==> config.mk <==
export PLATFORM = sky130hd
export DESIGN_NAME = hazard_forward_ctrl
export DESIGN_NICKNAME = d
export VERILOG_FILES = /design/src/rtl/hazard_forward_ctrl.sv
export SDC_FILE = /design/constraint.sdc
export NUM_CORES = 1
export LEC_CHECK = 0
export CAP_MARGIN = 5
export CELL_PAD_IN_SITES_DETAIL_PLACEMENT = 1
export CELL_PAD_IN_SITES_GLOBAL_PLACEMENT = 2
export CORE_ASPECT_RATIO = 1.4
export CORE_UTILIZATION = 31
export DETAILED_ROUTE_END_ITERATION = 8
export PLACE_DENSITY_LB_ADDON = 0.25
export SLEW_MARGIN = 20
export SYNTH_ARGS = -nofsm -noshare
export SYNTH_HDL_FRONTEND = slang
export SYNTH_SLANG_ARGS = --single-unit
==> constraint.sdc <==
create_clock -name clk -period 6.5 [get_ports clk]
set_input_delay 1.3 -clock clk [delete_from_list [all_inputs] [get_ports clk]]
set_output_delay 1.3 -clock clk [all_outputs]
set_load 0.03 [all_outputs]
==> src/rtl/hazard_forward_ctrl.sv <==
// Hazard/forwarding controller for the RV32I pipeline: tracks destination tags from EX onward,
// registers EX operand-forward selects, and raises load-use stalls and memory-busy freezes.

module hfc_src_check #(
  parameter int REG_AW    = 5,
  parameter int FWD_DEPTH = 2,
  parameter int LOAD_LAT  = 1,
  parameter int SEL_W     = 2
) (
  input  logic [REG_AW-1:0]                 src_i,
  input  logic                              use_i,
  input  logic [FWD_DEPTH-1:0]              prod_i,
  input  logic [FWD_DEPTH-1:0][REG_AW-1:0]  rd_i,
  input  logic [LOAD_LAT-1:0]               ld_i,
  output logic [SEL_W-1:0]                  sel_o,
  output logic                              ld_hit_o
);
  // Descending scan so the youngest (lowest) matching slot is the one left in sel_o.
  always_comb begin
    sel_o    = '0;
    ld_hit_o = 1'b0;
    for (int s = FWD_DEPTH-1; s >= 0; s--)
      if (use_i && prod_i[s] && rd_i[s] == src_i) sel_o = SEL_W'(s+1);
    for (int j = 0; j < LOAD_LAT; j++)
      if (use_i && prod_i[j] && ld_i[j] && rd_i[j] == src_i) ld_hit_o = 1'b1;
  end
endmodule

module hazard_forward_ctrl #(
  parameter  int REG_AW    = 5,
  parameter  int FWD_DEPTH = 2,
  parameter  int LOAD_LAT  = 1,
  localparam int SEL_W     = $clog2(FWD_DEPTH+1)
) (
  input  logic              clk,
  input  logic              rst,
  input  logic              id_valid,
  input  logic [REG_AW-1:0] id_rs1,
  input  logic [REG_AW-1:0] id_rs2,
  input  logic              id_use_rs1,
  input  logic              id_use_rs2,
  input  logic [REG_AW-1:0] id_rd,
  input  logic              id_we,
  input  logic              id_is_load,
  input  logic              flush_id,
  input  logic              mem_busy,
  output logic [SEL_W-1:0]  fwd_a,
  output logic [SEL_W-1:0]  fwd_b,
  output logic              stall_if_id,
  output logic              bubble_ex,
  output logic              freeze_all,
  output logic [31:0]       stall_cnt
);
  typedef enum logic [1:0] {RUN, LDSTALL, MWAIT} state_e;

  // Slots hold valid&we&rd!=0 pre-combined as prod. The oldest stage (FWD_DEPTH) is never
  // searched before the shift, so it is not stored; is_load is only kept where it can stall.
  state_e                              state_q, state_d;
  logic [FWD_DEPTH-1:0]                prod_q, prod_d;
  logic [FWD_DEPTH-1:0][REG_AW-1:0]    rd_q, rd_d;
  logic [LOAD_LAT-1:0]                 ld_q, ld_d;
  logic [SEL_W-1:0]                    fwd_a_q, fwd_a_d, fwd_b_q, fwd_b_d;
  logic [31:0]                         cnt_q, cnt_d;

  logic [1:0][REG_AW-1:0] src;
  logic [1:0]             src_use;
  logic [1:0][SEL_W-1:0]  sel;
  logic [1:0]             ld_hit;
  logic                   hazard, kill;

  assign src     = {id_rs2, id_rs1};
  assign src_use = {id_use_rs2, id_use_rs1};

  for (genvar g = 0; g < 2; g++) begin : g_src
    hfc_src_check #(.REG_AW(REG_AW), .FWD_DEPTH(FWD_DEPTH), .LOAD_LAT(LOAD_LAT),
                    .SEL_W(SEL_W)) u_chk (
      .src_i(src[g]), .use_i(src_use[g]), .prod_i(prod_q), .rd_i(rd_q), .ld_i(ld_q),
      .sel_o(sel[g]), .ld_hit_o(ld_hit[g])
    );
  end

  assign hazard = id_valid && (|ld_hit);
  assign kill   = flush_id || hazard;

  always_comb begin
    state_d     = state_q;
    prod_d      = prod_q;
    rd_d        = rd_q;
    ld_d        = ld_q;
    fwd_a_d     = fwd_a_q;
    fwd_b_d     = fwd_b_q;
    cnt_d       = cnt_q;
    stall_if_id = 1'b0;
    bubble_ex   = 1'b0;
    freeze_all  = 1'b0;
    if (rst) begin
      state_d = RUN;
    end else if (mem_busy) begin
      state_d     = MWAIT;
      stall_if_id = 1'b1;
      freeze_all  = 1'b1;
    end else begin
      state_d     = (!flush_id && hazard) ? LDSTALL : RUN;
      stall_if_id = !flush_id && hazard;
      bubble_ex   = !flush_id && hazard;
      for (int s = 1; s < FWD_DEPTH; s++) begin
        prod_d[s] = prod_q[s-1];
        rd_d[s]   = rd_q[s-1];
      end
      for (int s = 1; s < LOAD_LAT; s++) ld_d[s] = ld_q[s-1];
      prod_d[0] = !kill && id_valid && id_we && (id_rd != '0);
      rd_d[0]   = id_rd;
      ld_d[0]   = id_is_load;
      fwd_a_d   = kill ? '0 : sel[0];
      fwd_b_d   = kill ? '0 : sel[1];
    end
    if (stall_if_id && cnt_q != 32'hFFFF_FFFF) cnt_d = cnt_q + 32'd1;
  end

  always_ff @(posedge clk) begin
    if (rst) begin
      state_q <= RUN;
      prod_q  <= '0;
      rd_q    <= '0;
      ld_q    <= '0;
      fwd_a_q <= '0;
      fwd_b_q <= '0;
      cnt_q   <= '0;
    end else begin
      state_q <= state_d;
      prod_q  <= prod_d;
      rd_q    <= rd_d;
      ld_q    <= ld_d;
      fwd_a_q <= fwd_a_d;
      fwd_b_q <= fwd_b_d;
      cnt_q   <= cnt_d;
    end
  end

  assign fwd_a     = fwd_a_q;
  assign fwd_b     = fwd_b_q;
  assign stall_cnt = cnt_q;
endmodule

# --- Word-level counts from Yosys, hierarchy flattened ---
# Cells that the tools add are included.
op_classes:
  add_sub_neg: 1
  n_eq_ne: 5
  n_mux: 14
  reduce_logical: 23
ops:
  columns: ["cell", "n"]
  rows:
  - ["32-bit by 1-bit adder with 32-bit output (second input constant)", 1]
  - ["32-bit inequality test (second input constant)", 1]
  - ["5-bit == test", 4]
  - ["1-bit logical AND", 18]
  - ["2-bit two-way mux", 6]
  - ["1-bit two-way mux", 8]
  - ["5-bit nonzero test", 1]
  - ["1-bit logical NOT", 2]
  - ["2-bit OR reduction", 1]
  - ["1-bit logical OR", 1]
totals:
  reg_bits: 49
  inputBits: 24
  out_inout_bits: 39

# --- Logic depth before layout (Yosys ltp) ---
# Gate-level depths: netlist of run 1.
depth:
  ltp_word: 11
  depth_mapped: 10
  ltp_nobuf: 7

# --- Hierarchy ---
# From an unflattened synthesis of run 1, not the netlist that was laid out.
hier_totals:
  cells_unflattened: 288
  area_unflattened_um2: 2508.7
modules_own_cells:
  columns: ["mod", "n_inst", "cells_each", "area_per_inst_um2", "seq_area_each_um2"]
  rows:
  - ["hazard_forward_ctrl", 1, 254, 2253.4, 980.9]
  - ["hfc_src_check", 2, 17, 127.6, 0.0]

# --- Worst setup path before layout of run 1 ---
# No wires, ideal clock.
synth_path:
  path_kind: "input port to output port"
  start: "input id_rs2[1]"
  end: "output bubble_ex"
  arrival_time_ns: 3.081
  t_required_ns: 5.200
  setup_slack_ns: 2.119
  stages: 5
  n_path_buf: 0
  path_cell_list: "xor2_1 nor4_1 nand3_1 a21oi_1 nor4b_1"
synth_via:
  elab_chain_len: 8
synth_lines:
  columns: ["item", "line", "text"]
  rows:
  - ["from (decl)", "39", "input logic [REG_AW-1:0] id_rs2,"]
  - ["5-bit == test", "25", "if (use_i && prod_i[j] && ld_i[j] && rd_i[j] == src_i) ld_hit_o = 1'b1;"]
  - ["1-bit logical AND", "25", null]
  - ["1-bit two-way mux", "25", null]
  - ["2-bit OR reduction", "82", "assign hazard = id_valid && (|ld_hit);"]
  - ["1-bit logical AND", "82", null]
  - ["1-bit logical AND", "105", "bubble_ex = !flush_id && hazard;"]
  - ["1-bit two-way mux", "98", "end else if (mem_busy) begin"]
  - ["1-bit two-way mux", "96", "if (rst) begin"]
  - ["to (decl)", "50", "output logic bubble_ex,"]
# Every way passes these cells.

# --- Worst setup path in the final report of run 1 ---
layout_path:
  start: "input rst"
  end: "output stall_if_id"
layout_via:
  elab_chain_len: 1
layout_lines:
  columns: ["item", "line", "text"]
  rows:
  - ["from (decl)", "36", "input logic rst,"]
  - ["1-bit two-way mux", "96", null]
  - ["to (decl)", "49", "output logic stall_if_id,"]
# Every way passes these cells.

==> key figures, run 1 <==
Outcome
  • Status: completed

Timing
  • TNS Setup: 0 ps
  • Slew Limit Fails: 0
  • Tcrit/Tclk final: 0.804
  • Slew @ Worst Pin: 870 ps
  • Rel. slew slack: 0.419
  • Tmin final: 5220 ps
  • Fmax: 191 MHz
  • PnR worst setup slack: 1280 ps
  • RSZ-0062 raised after global routing: false
  • Worst clock skew: 5.31 ps
  • Final setup vio count: 0
  • Final Hold Viols: 0

Power and ir drop
  • Pwr dens: 205 nW/µm²
  • Leakage power: 1.20 nW
  • Worst ir drop on vdd: 113 µV
  • Total power: 0.708 mW

Critical path
  • CP max stage cell: nor2_2
  • CP max stage delay: 690 ps
  • R2r worst-path depth: 8
  • CP Data Required Time: 5200 ps
  • CP Capture Type: primary output
  • CP Max Fanout: 24
  • Worst Setup SP: rst
  • Crit path launch type: primary input
  • Critical path data arrival time: 3920 ps
  • Critical Path, Cell by Cell: clkdlybuf4s50_1 -> buf_4 -> nor4bb_1 -> and3_1 -> a21o_1 -> nor2_2 -> inv_1 -> clkdlybuf4s50_1
  • Number of buffers and inverters on the critical path: 4
  • Start of the worst register-to-register path: stall_cnt[0]$_SDFFE_PP0P_
  • Crit-path leading delay family: buffers and inverters
  • Crit Path Class: in -> out
  • Critical path's most frequent cell: clkdlybuf4s50_1
  • Cell count along the critical path: 8

Clock network
  • Cts repair resizes: 0
  • CTS Hold Bufs: 0
  • Worst-skew pair later-pin latency: 290 ps
  • # Post-CTS Setup Buffers: 0
  • TritonCTS clock tree: built
  • CTS Sinks: 49
  • Clk slew on worst S/H paths: 70 ps
  • Cts bufs inserted: 5
  • Max H-tree Level: 2
  • Clock Path Buffers: 2
  • CTS root buf: clkbuf_16

Global route
  • Overflow after GRT: 0
  • First-pass GRT wire length: 12.1 mm
  • Vias in the first global route: 2470
  • All-Layer GR Usage: 0.180
  • Largest net degree at the start of global routing: 36
  • Initial antenna violation count: 0

Finish
  • Commonest cells after routing, fill and taps aside: clkdlybuf4s50_1 (62), dfxtp_1 (49), nand2_1 (22)
  • Area growth syn-to-layout: 33.8%
  • Filler Cell Count: 992
  • Layout cells sized above 1: 0.0646
  • Commonest non-fill, non-tap cell in the layout: clkdlybuf4s50_1
  • Layout Nets: 380
  • Non-Filler Instances: 458
  • Diode count: 0

Drt
  • Via density per instance: 5.54
  • TritonRoute pass-1 iters: 4
  • Number of DRC violations after detailed routing: 0
  • Routed WL: 7.57 mm
  • DRT iter0 DRCs: 74
  • Via count: 2536
  • Routed Antenna Nets: 0
  • DR WL/cell: 16.5 µm

Synthesis
  • Synth cell types: 45
  • Post-synthesis average cell area: 8.64 µm²
  • Warnings from Yosys: 0
  • Most used DFF post-synth: dfxtp_1
  • Ys async rst share: 0
  • Yosys reg bits: 49
  • Post-Synthesis Cells: 299
  • Synthesized area: 2580 µm²
  • EDFF count, synth: 0
  • Seq/Total Area, Yosys: 0.380
  • Mapped Nets: 324

Die
  • Ports: 63
  • Cell row count: 39
  • Die Area: 8710 µm²
  • Height of the die: 110 µm
  • Die width: 79.2 µm
  • Initial Util: 0.319
  • Core Region: 8100 µm²

Placement
  • Input/output buffers: 62
  • Dpl cells: 450
  • Final HPWL DP: 5.44 mm
  • RePlAce Congestion: 0.795
  • Place WS: 1270 ps

Hold path
  • Hold WC Path Type: reg -> reg
  • Hold Startpoint: fwd_a[1]$_SDFFE_PP0N_
  • Hold depth: 2

Run
  • Max_cap viols: 0
==> flip-flops by register name, summed over array words and instances (netlist names) <==
register and flops:
fwd_a 2, stall_cnt 32, fwd_b 2, prod_q 2, ld_q 1, rd_q 10
==> worst min-delay path: stages, from the launching register on <==
cell	delay (ps)
dfxtp_1	330
nand2_1	40
o21ai_0	60
==> path summary, 6_finish.rpt <==
check,to,slack (ps)
min,fwd_a[1]$_SDFFE_PP0N_,460
min reg2reg,fwd_a[1]$_SDFFE_PP0N_,460
max,stall_if_id,1280
max reg2reg,stall_cnt[1]$_SDFFE_PP0P_,3690
==> metrics by stage <==
step                      hold slack, ps  instance area, µm²  utilization
after CTS                            470                3460        0.427
after global routing                 501                3460        0.427
after floorplan                      460                2580            -
after global placement               440                3270        0.403
after detailed placement             454                3270        0.403
final                                458                3460        0.427
==> routing by layer <==
layer / GRT usage / routed length, µm / up-vias
li1: - / - / 1220
met1: 0.190 / 3020 / 1250
met3: 0.0280 / 282 / 11
met4: 0.0857 / 170 / 0
met5: 0 / 0 / -
met2: 0.343 / 4090 / 55
==> cell type report <==
class | count | area [µm²] | area share
multi-input cells | 229 | 1490 | 0.432
flip-flops and latches | 49 | 981 | 0.284
repair buffers | 66 | 651 | 0.188
well taps | 102 | 128 | 0.0369
clock buffers | 5 | 125 | 0.0362
clock inverters | 3 | 65.1 | 0.0188
inverters | 4 | 15.0 | 0.00434
==> where the power goes <==
part / leakage (nW) / internal, mW / switching (mW)
Clock: 0.0938 / 0.220 / 0.120
Sequential: 0.396 / 0.304 / 0.00538
Combinational: 0.713 / 0.0287 / 0.0303
Total: 1.20 / 0.553 / 0.155
==> cell usage after synthesis (2+ instances only) <==
| cell type | count | share of area |
|---|---|---|
| or3_1 | 9 | 0.022 |
| buf_1 | 3 | 0.0044 |
| nor2b_1 | 6 | 0.015 |
| and3_1 | 8 | 0.019 |
| nor4_1 | 10 | 0.024 |
| inv_1 | 4 | 0.0058 |
| nor2_1 | 21 | 0.031 |
| mux2i_1 | 14 | 0.054 |
| mux2_2 | 5 | 0.022 |
| o211ai_1 | 2 | 0.0058 |
| a21oi_1 | 20 | 0.039 |
| o21a_1 | 2 | 0.0058 |
| o31a_1 | 2 | 0.0068 |
| and4_1 | 9 | 0.031 |
| xor2_1 | 15 | 0.051 |
| clkbuf_1 | 6 | 0.0087 |
| xnor2_1 | 6 | 0.020 |
| o21ai_1 | 2 | 0.0039 |
| nand3_1 | 17 | 0.033 |
| or4_1 | 12 | 0.035 |
| buf_6 | 3 | 0.013 |
| o41ai_1 | 2 | 0.0068 |
| o21ai_0 | 13 | 0.025 |
| nor2_2 | 2 | 0.0048 |
| nand4_1 | 4 | 0.0097 |
| o31ai_1 | 10 | 0.029 |
| buf_2 | 4 | 0.0077 |
| dfxtp_1 | 49 | 0.38 |
| nand2_1 | 22 | 0.032 |
| o311ai_0 | 2 | 0.0068 |
==> logic make-up (layout without fill, tap and decap cells) <==
kind of cell | Yosys count | in the layout | share of synthesized area
AO/OA/AOI/OAI | 59 | 59 | 0.140
multiplexers | 19 | 19 | 0.0760
XOR/XNOR | 21 | 21 | 0.0712
buffers and inverters | 21 | 78 | 0.0426
adder cells (fa/ha/maj) | 1 | 1 | 0.00484
AND/OR/NAND/NOR | 129 | 129 | 0.285
flip-flops | 49 | 49 | 0.380
Note: power is estimated with default switching activity, not from simulation.
==> run 2: changes to the inputs <==
- CORE_UTILIZATION: 31 -> 29
- clock period: 6.5 -> 5.3 ns (I/O delays scaled with it)
==> run 2 against run 1 <==
Compared with the run above:
- cell count grew 0.66%
- sequential cell count stayed put
- power up 9.1%
- design area shrank 1.0%
- worst hold slack worse by 0.97 ps
- core utilization decreased by 2.9 points
- combinational power increased by 23%
- first-iteration DRC count decreased by 36%
- sequential share of layout area is 0.30 points higher
- global-route usage down 0.71 points
- critical path type unchanged
- routed wire length is 0.67% higher
- die area rose by 6.7%
==> key figures, run 2 (same netlist as run 1, synthesis figures left out) <==
Outcome
  • Status: completed

Global route
  • Largest net degree at the start of global routing: 39 (+8.3%)
  • Initial antenna violation count: 0 (unchanged)
  • First-pass GRT wire length: 12.2 mm (+0.98%)
  • Vias in the first global route: 2512 (+1.7%)
  • Overflow after GRT: 0 (unchanged)
  • All-Layer GR Usage: 0.172 (-0.00710)

Placement
  • Place WS: 603 ps (-669 ps)
  • Input/output buffers: 62 (unchanged)
  • RePlAce Congestion: 0.759 (-4.5%)
  • Final HPWL DP: 5.60 mm (+3.0%)
  • DP Area: 3280 µm² (+0.34%)
  • Dpl cells: 454 (+0.89%)

Clock network
  • Cts bufs inserted: 5 (unchanged)
  • # Post-CTS Setup Buffers: 0 (unchanged)
  • Clock Path Buffers: 2 (unchanged)
  • TritonCTS clock tree: built
  • CTS Hold Bufs: 0 (unchanged)
  • CTS root buf: clkbuf_16
  • Max H-tree Level: 2 (unchanged)
  • Clk slew on worst S/H paths: 60 ps (about the same)
  • CTS Sinks: 49 (unchanged)
  • Cts repair resizes: 0 (unchanged)
  • Worst-skew pair later-pin latency: 290 ps (about the same)

Finish
  • Utilization after layout: 0.397 (-0.0294)
  • Diode count: 0 (unchanged)
  • Area growth syn-to-layout: 32.4%
  • Commonest cells after routing, fill and taps aside: clkdlybuf4s50_1 (62), dfxtp_1 (49), nand2_1 (22)
  • Non-Filler Instances: 461 (+0.66%)
  • Layout cells sized above 1: 0.0618 (-0.00281)
  • Layout Nets: 381 (+0.26%)
  • Commonest non-fill, non-tap cell in the layout: clkdlybuf4s50_1
  • Post-route design area: 3420 µm² (-1.0%)
  • Max FFs per register: 32 (unchanged)
  • Filler Cell Count: 1015 (+2.3%)

Drt
  • DRT iter0 DRCs: 47 (-36%)
  • Via count: 2489 (-1.9%)
  • Routed Antenna Nets: 0 (unchanged)
  • Via density per instance: 5.40 (-2.5%)
  • TritonRoute pass-1 iters: 4 (unchanged)
  • DR WL/cell: 16.5 µm (about the same)
  • Routed WL: 7.62 mm (+0.67%)
  • Number of DRC violations after detailed routing: 0 (unchanged)

Critical path
  • Crit Path Class: in -> out
  • FF-to-FF setup slack: 2470 ps (-1220 ps)
  • CP Max Fanout: 24 (unchanged)
  • Start of the worst register-to-register path: stall_cnt[0]$_SDFFE_PP0P_
  • CP Data Required Time: 4240 ps (-960 ps)
  • R2r worst-path depth: 8 (unchanged)
  • Critical path data arrival time: 3680 ps (-240 ps)
  • Crit path launch type: primary input
  • CP Capture Type: primary output
  • Reg2reg end: stall_cnt[1]$_SDFFE_PP0P_

Die
  • Initial Util: 0.300 (-0.0188)
  • Die width: 81.8 µm (+3.3%)
  • Height of the die: 114 µm (+3.3%)
  • Die Area: 9300 µm² (+6.7%)
  • Ports: 63 (unchanged)
  • Cell row count: 40 (+2.6%)
  • Core Region: 8610 µm² (+6.3%)

Timing
  • Rel. slew slack: 0.395 (-0.0248)
  • Final Hold Viols: 0 (unchanged)
  • Tmin final: 4740 ps
  • Slew @ Worst Pin: 907 ps (+37.2 ps)
  • TNS Setup: 0 ps (unchanged)
  • RSZ-0062 raised after global routing: false
  • Tcrit/Tclk final: 0.894
  • PnR worst setup slack: 562 ps (-715 ps)
  • Final setup vio count: 0 (unchanged)
  • Slew Limit Fails: 0 (unchanged)
  • Fmax: 211 MHz
  • Worst clock skew: 5.31 ps (+0.00963 ps)

Hold path
  • Hold depth: 2 (unchanged)
  • Hold Startpoint: fwd_a[0]$_SDFFE_PP0N_
  • Hold worst-path end: fwd_a[0]$_SDFFE_PP0N_
  • Hold WC Path Type: reg -> reg

Power and ir drop
  • Pwr dens: 226 nW/µm² (+10%)
  • Leakage power: 1.18 nW (-1.6%)
  • Worst ir drop on vdd: 109 µV (-3.1%)

Run
  • Max_cap viols: 0 (unchanged)
-- run 2: changes by cell type in the layout (fill, tap and decap cells not counted), sizes merged --
cell | before | now
bufinv | 2 | 0
clkinv | 1 | 0
buf | 4 | 5
clkbuf | 5 | 7
-- run 2: worst max path at each step --
stage,start,endpoint,slack (ps),cells after the start
floorplan,id_rs2[1],bubble_ex,1400,5
global placement,id_rs2[3],stall_if_id,670,7
detailed placement,id_rs2[1],stall_if_id,600,7
CTS,id_rs2[1],stall_if_id,570,7
global route,id_rs2[1],stall_if_id,410,7
finish,id_rs2[1],stall_if_id,560,7
-- run 2: area by class of cell --
cell class                      count  area, µm²  share of cell area
Inverter                            4       15.0             0.00439
Multi-Input combinational cell    229       1490               0.436
Tap cell                          105        131              0.0384
Timing Repair Buffer               67        658               0.192
Sequential cell                    49        981               0.287
Clock buffer                        7        143              0.0417
-- run 2: stage by stage --
stage | power, mW | hold slack [ps]
2_1_floorplan | 0.427 | 460
6_report | 0.773 | 457
3_5_place_dp | 0.462 | 445
3_3_place_gp | 0.461 | 439
4_1_cts | 0.786 | 461
5_1_grt | 0.808 | 490
-- run 2: power breakdown --
| group | leakage [nW] | internal, mW | switching, mW |
|---|---|---|---|
| logic | 0.718 | 0.0356 | 0.0369 |
| clock network | 0.0700 | 0.186 | 0.134 |
| registers | 0.396 | 0.374 | 0.00713 |
| total | 1.18 | 0.595 | 0.178 |
-- run 2: critical path, stage by stage --
cell and delay [ps]:
clkdlybuf4s50_1 510, xor2_1 180, nor4_1 110, a21o_1 210, nor2_2 720, inv_1 230
clkdlybuf4s50_1 650
-- run 2: metal layers --
| layer | routed length (µm) | GRT usage | up-vias |
|---|---|---|---|
| met3 | 282 | 0.0352 | 10 |
| met5 | 0 | 0 | - |
| met4 | 154 | 0.0655 | 0 |
| li1 | - | - | 1232 |
| met1 | 3150 | 0.178 | 1196 |
| met2 | 4030 | 0.327 | 51 |
==> run 3: changes to the inputs <==
- CORE_MARGIN: not set -> 2
- SKIP_LAST_GASP: not set -> 1
==> run 3 against run 2 <==
Compared with the run above:
- sequential power hardly changed
- design area is 0.18% lower
- clock power is 4% lower
- routed wire length is 1.9% lower
==> key figures, run 3 (same netlist as run 1, synthesis figures left out) <==
Die
  • Initial Util: 0.300 (unchanged)
  • Cell row count: 40 (unchanged)
  • Die Area: 9690 µm² (+4.2%)
  • Height of the die: 116 µm (+1.8%)
  • Die width: 83.8 µm (+2.4%)
  • Core Region: 8610 µm² (unchanged)
  • Ports: 63 (unchanged)

Drt
  • DR WL/cell: 16.2 µm (-2.1%)
  • Routed WL: 7.48 mm (-1.9%)
  • TritonRoute pass-1 iters: 4 (unchanged)
  • Routed Antenna Nets: 0 (unchanged)
  • Via density per instance: 5.37 (-0.50%)
  • DRT iter0 DRCs: 41 (-13%)
  • Via count: 2482 (-0.28%)
  • Number of DRC violations after detailed routing: 0 (unchanged)

Timing
  • Final Hold Slack: 458 ps (+1.35 ps)
  • Slew Limit Fails: 0 (unchanged)
  • Tmin final: 4750 ps (+14.5 ps)
  • RSZ-0062 raised after global routing: false
  • TNS Setup: 0 ps (unchanged)
  • Rel. slew slack: 0.440 (+0.0450)
  • Tcrit/Tclk final: 0.897 (+0.00273)
  • Final setup vio count: 0 (unchanged)
  • Slew @ Worst Pin: 840 ps (-67.5 ps)
  • Fmax: 210 MHz (-0.30%)
  • Worst clock skew: 4.96 ps (-0.359 ps)
  • Final Hold Viols: 0 (unchanged)

Clock network
  • # Post-CTS Setup Buffers: 0 (unchanged)
  • Cts bufs inserted: 5 (unchanged)
  • Clk slew on worst S/H paths: 60 ps (about the same)
  • CTS Sinks: 49 (unchanged)
  • TritonCTS clock tree: built
  • Worst-skew pair later-pin latency: 280 ps (about the same)
  • CTS root buf: clkbuf_16
  • Clock Path Buffers: 2 (unchanged)
  • Cts repair resizes: 0 (unchanged)
  • CTS Hold Bufs: 0 (unchanged)
  • Max H-tree Level: 2 (unchanged)

Global route
  • First-pass GRT wire length: 12.1 mm (-0.62%)
  • Initial antenna violation count: 0 (unchanged)
  • All-Layer GR Usage: 0.156 (-0.0168)
  • Largest net degree at the start of global routing: 26 (-33%)
  • Overflow after GRT: 0 (unchanged)
  • Vias in the first global route: 2391 (-4.8%)

Power and ir drop
  • Pwr dens: 223 nW/µm² (-1.4%)
  • Worst ir drop on vdd: 109 µV (-0.57%)
  • Leakage power: 1.18 nW (-0.41%)

Finish
  • Commonest cells after routing, fill and taps aside: clkdlybuf4s50_1 (62), dfxtp_1 (49), nand2_1 (22)
  • Layout cells sized above 1: 0.0588 (-0.00297)
  • Post-route design area: 3410 µm² (-0.18%)
  • Filler Cell Count: 1015 (unchanged)
  • Commonest non-fill, non-tap cell in the layout: clkdlybuf4s50_1
  • Max FFs per register: 32 (unchanged)
  • Area growth syn-to-layout: 32.2%
  • Layout Nets: 381 (unchanged)
  • Register area: 981 µm² (unchanged)
  • Diode count: 0 (unchanged)
  • Multi-input logic area: 1490 µm² (unchanged)

Critical path
  • Crit Path Class: in -> out
  • FF-to-FF setup slack: 2530 ps (+60 ps)
  • CP Data Required Time: 4240 ps (about the same)
  • Crit path launch type: primary input
  • CP Capture Type: primary output
  • CP Max Fanout: 24 (unchanged)
  • Critical path data arrival time: 3690 ps (about the same)

Hold path
  • Hold WC Path Type: reg -> reg

Placement
  • DP Area: 3280 µm² (unchanged)
  • Final HPWL DP: 5.53 mm (-1.3%)
  • Input/output buffers: 62 (unchanged)
  • RePlAce Congestion: 0.809 (+6.5%)

Outcome
  • Status: completed

Run
  • Max_cap viols: 0 (unchanged)
## run 3: cell types whose count changed in the layout (fill, tap and decap cells not counted), sizes merged
cell    delta
clkbuf     +1
## run 3: final cells by class
| class | instances | area share |
|---|---|---|
| inverters | 4 | 0.00440 |
| flip-flops and latches | 49 | 0.287 |
| clock buffers | 8 | 0.0399 |
| repair buffers | 67 | 0.193 |
| well taps | 105 | 0.0385 |
| multi-input cells | 229 | 0.437 |
## run 3: per-stage QoR
step                      worst slack, ps  utilization  power (mW)  cells
after global placement                556        0.381       0.460    454
final                                 548        0.397       0.760    462
after floorplan                      1400            -       0.427    299
after global routing                  321        0.397       0.799    462
after detailed placement              531        0.381       0.462    454
after CTS                             512        0.397       0.775    462
## run 3: power by group
| group | switching, mW | total, mW | internal [mW] |
|---|---|---|---|
| Clock | 0.132 | 0.307 | 0.176 |
| Sequential | 0.00685 | 0.380 | 0.374 |
| Combinational | 0.0370 | 0.0726 | 0.0356 |
## run 3: path summary, 6_finish.rpt
kind         depth (start not counted)                 startpoint                         to
max                                  7                        rst                stall_if_id
min                                  2      fwd_b[1]$_SDFFE_PP0N_      fwd_b[1]$_SDFFE_PP0N_
max reg2reg                          8  stall_cnt[0]$_SDFFE_PP0P_  stall_cnt[1]$_SDFFE_PP0P_
min reg2reg                          2      fwd_b[1]$_SDFFE_PP0N_      fwd_b[1]$_SDFFE_PP0N_
## run 3: routing by layer
layer  vias to the layer above  routed length, µm  GRT usage
met3                        12                269     0.0278
li1                       1221                  -          -
met2                        55               3800      0.275
met1                      1194               3230      0.188
met4                         0                182     0.0613
met5                         -                  0          0
## run 3: critical path: stages
cell	delay, ps
clkdlybuf4s50_1	530
buf_4	300
nor2b_1	100
a21o_1	190
nor2_2	660
inv_1	190
clkdlybuf4s50_1	650
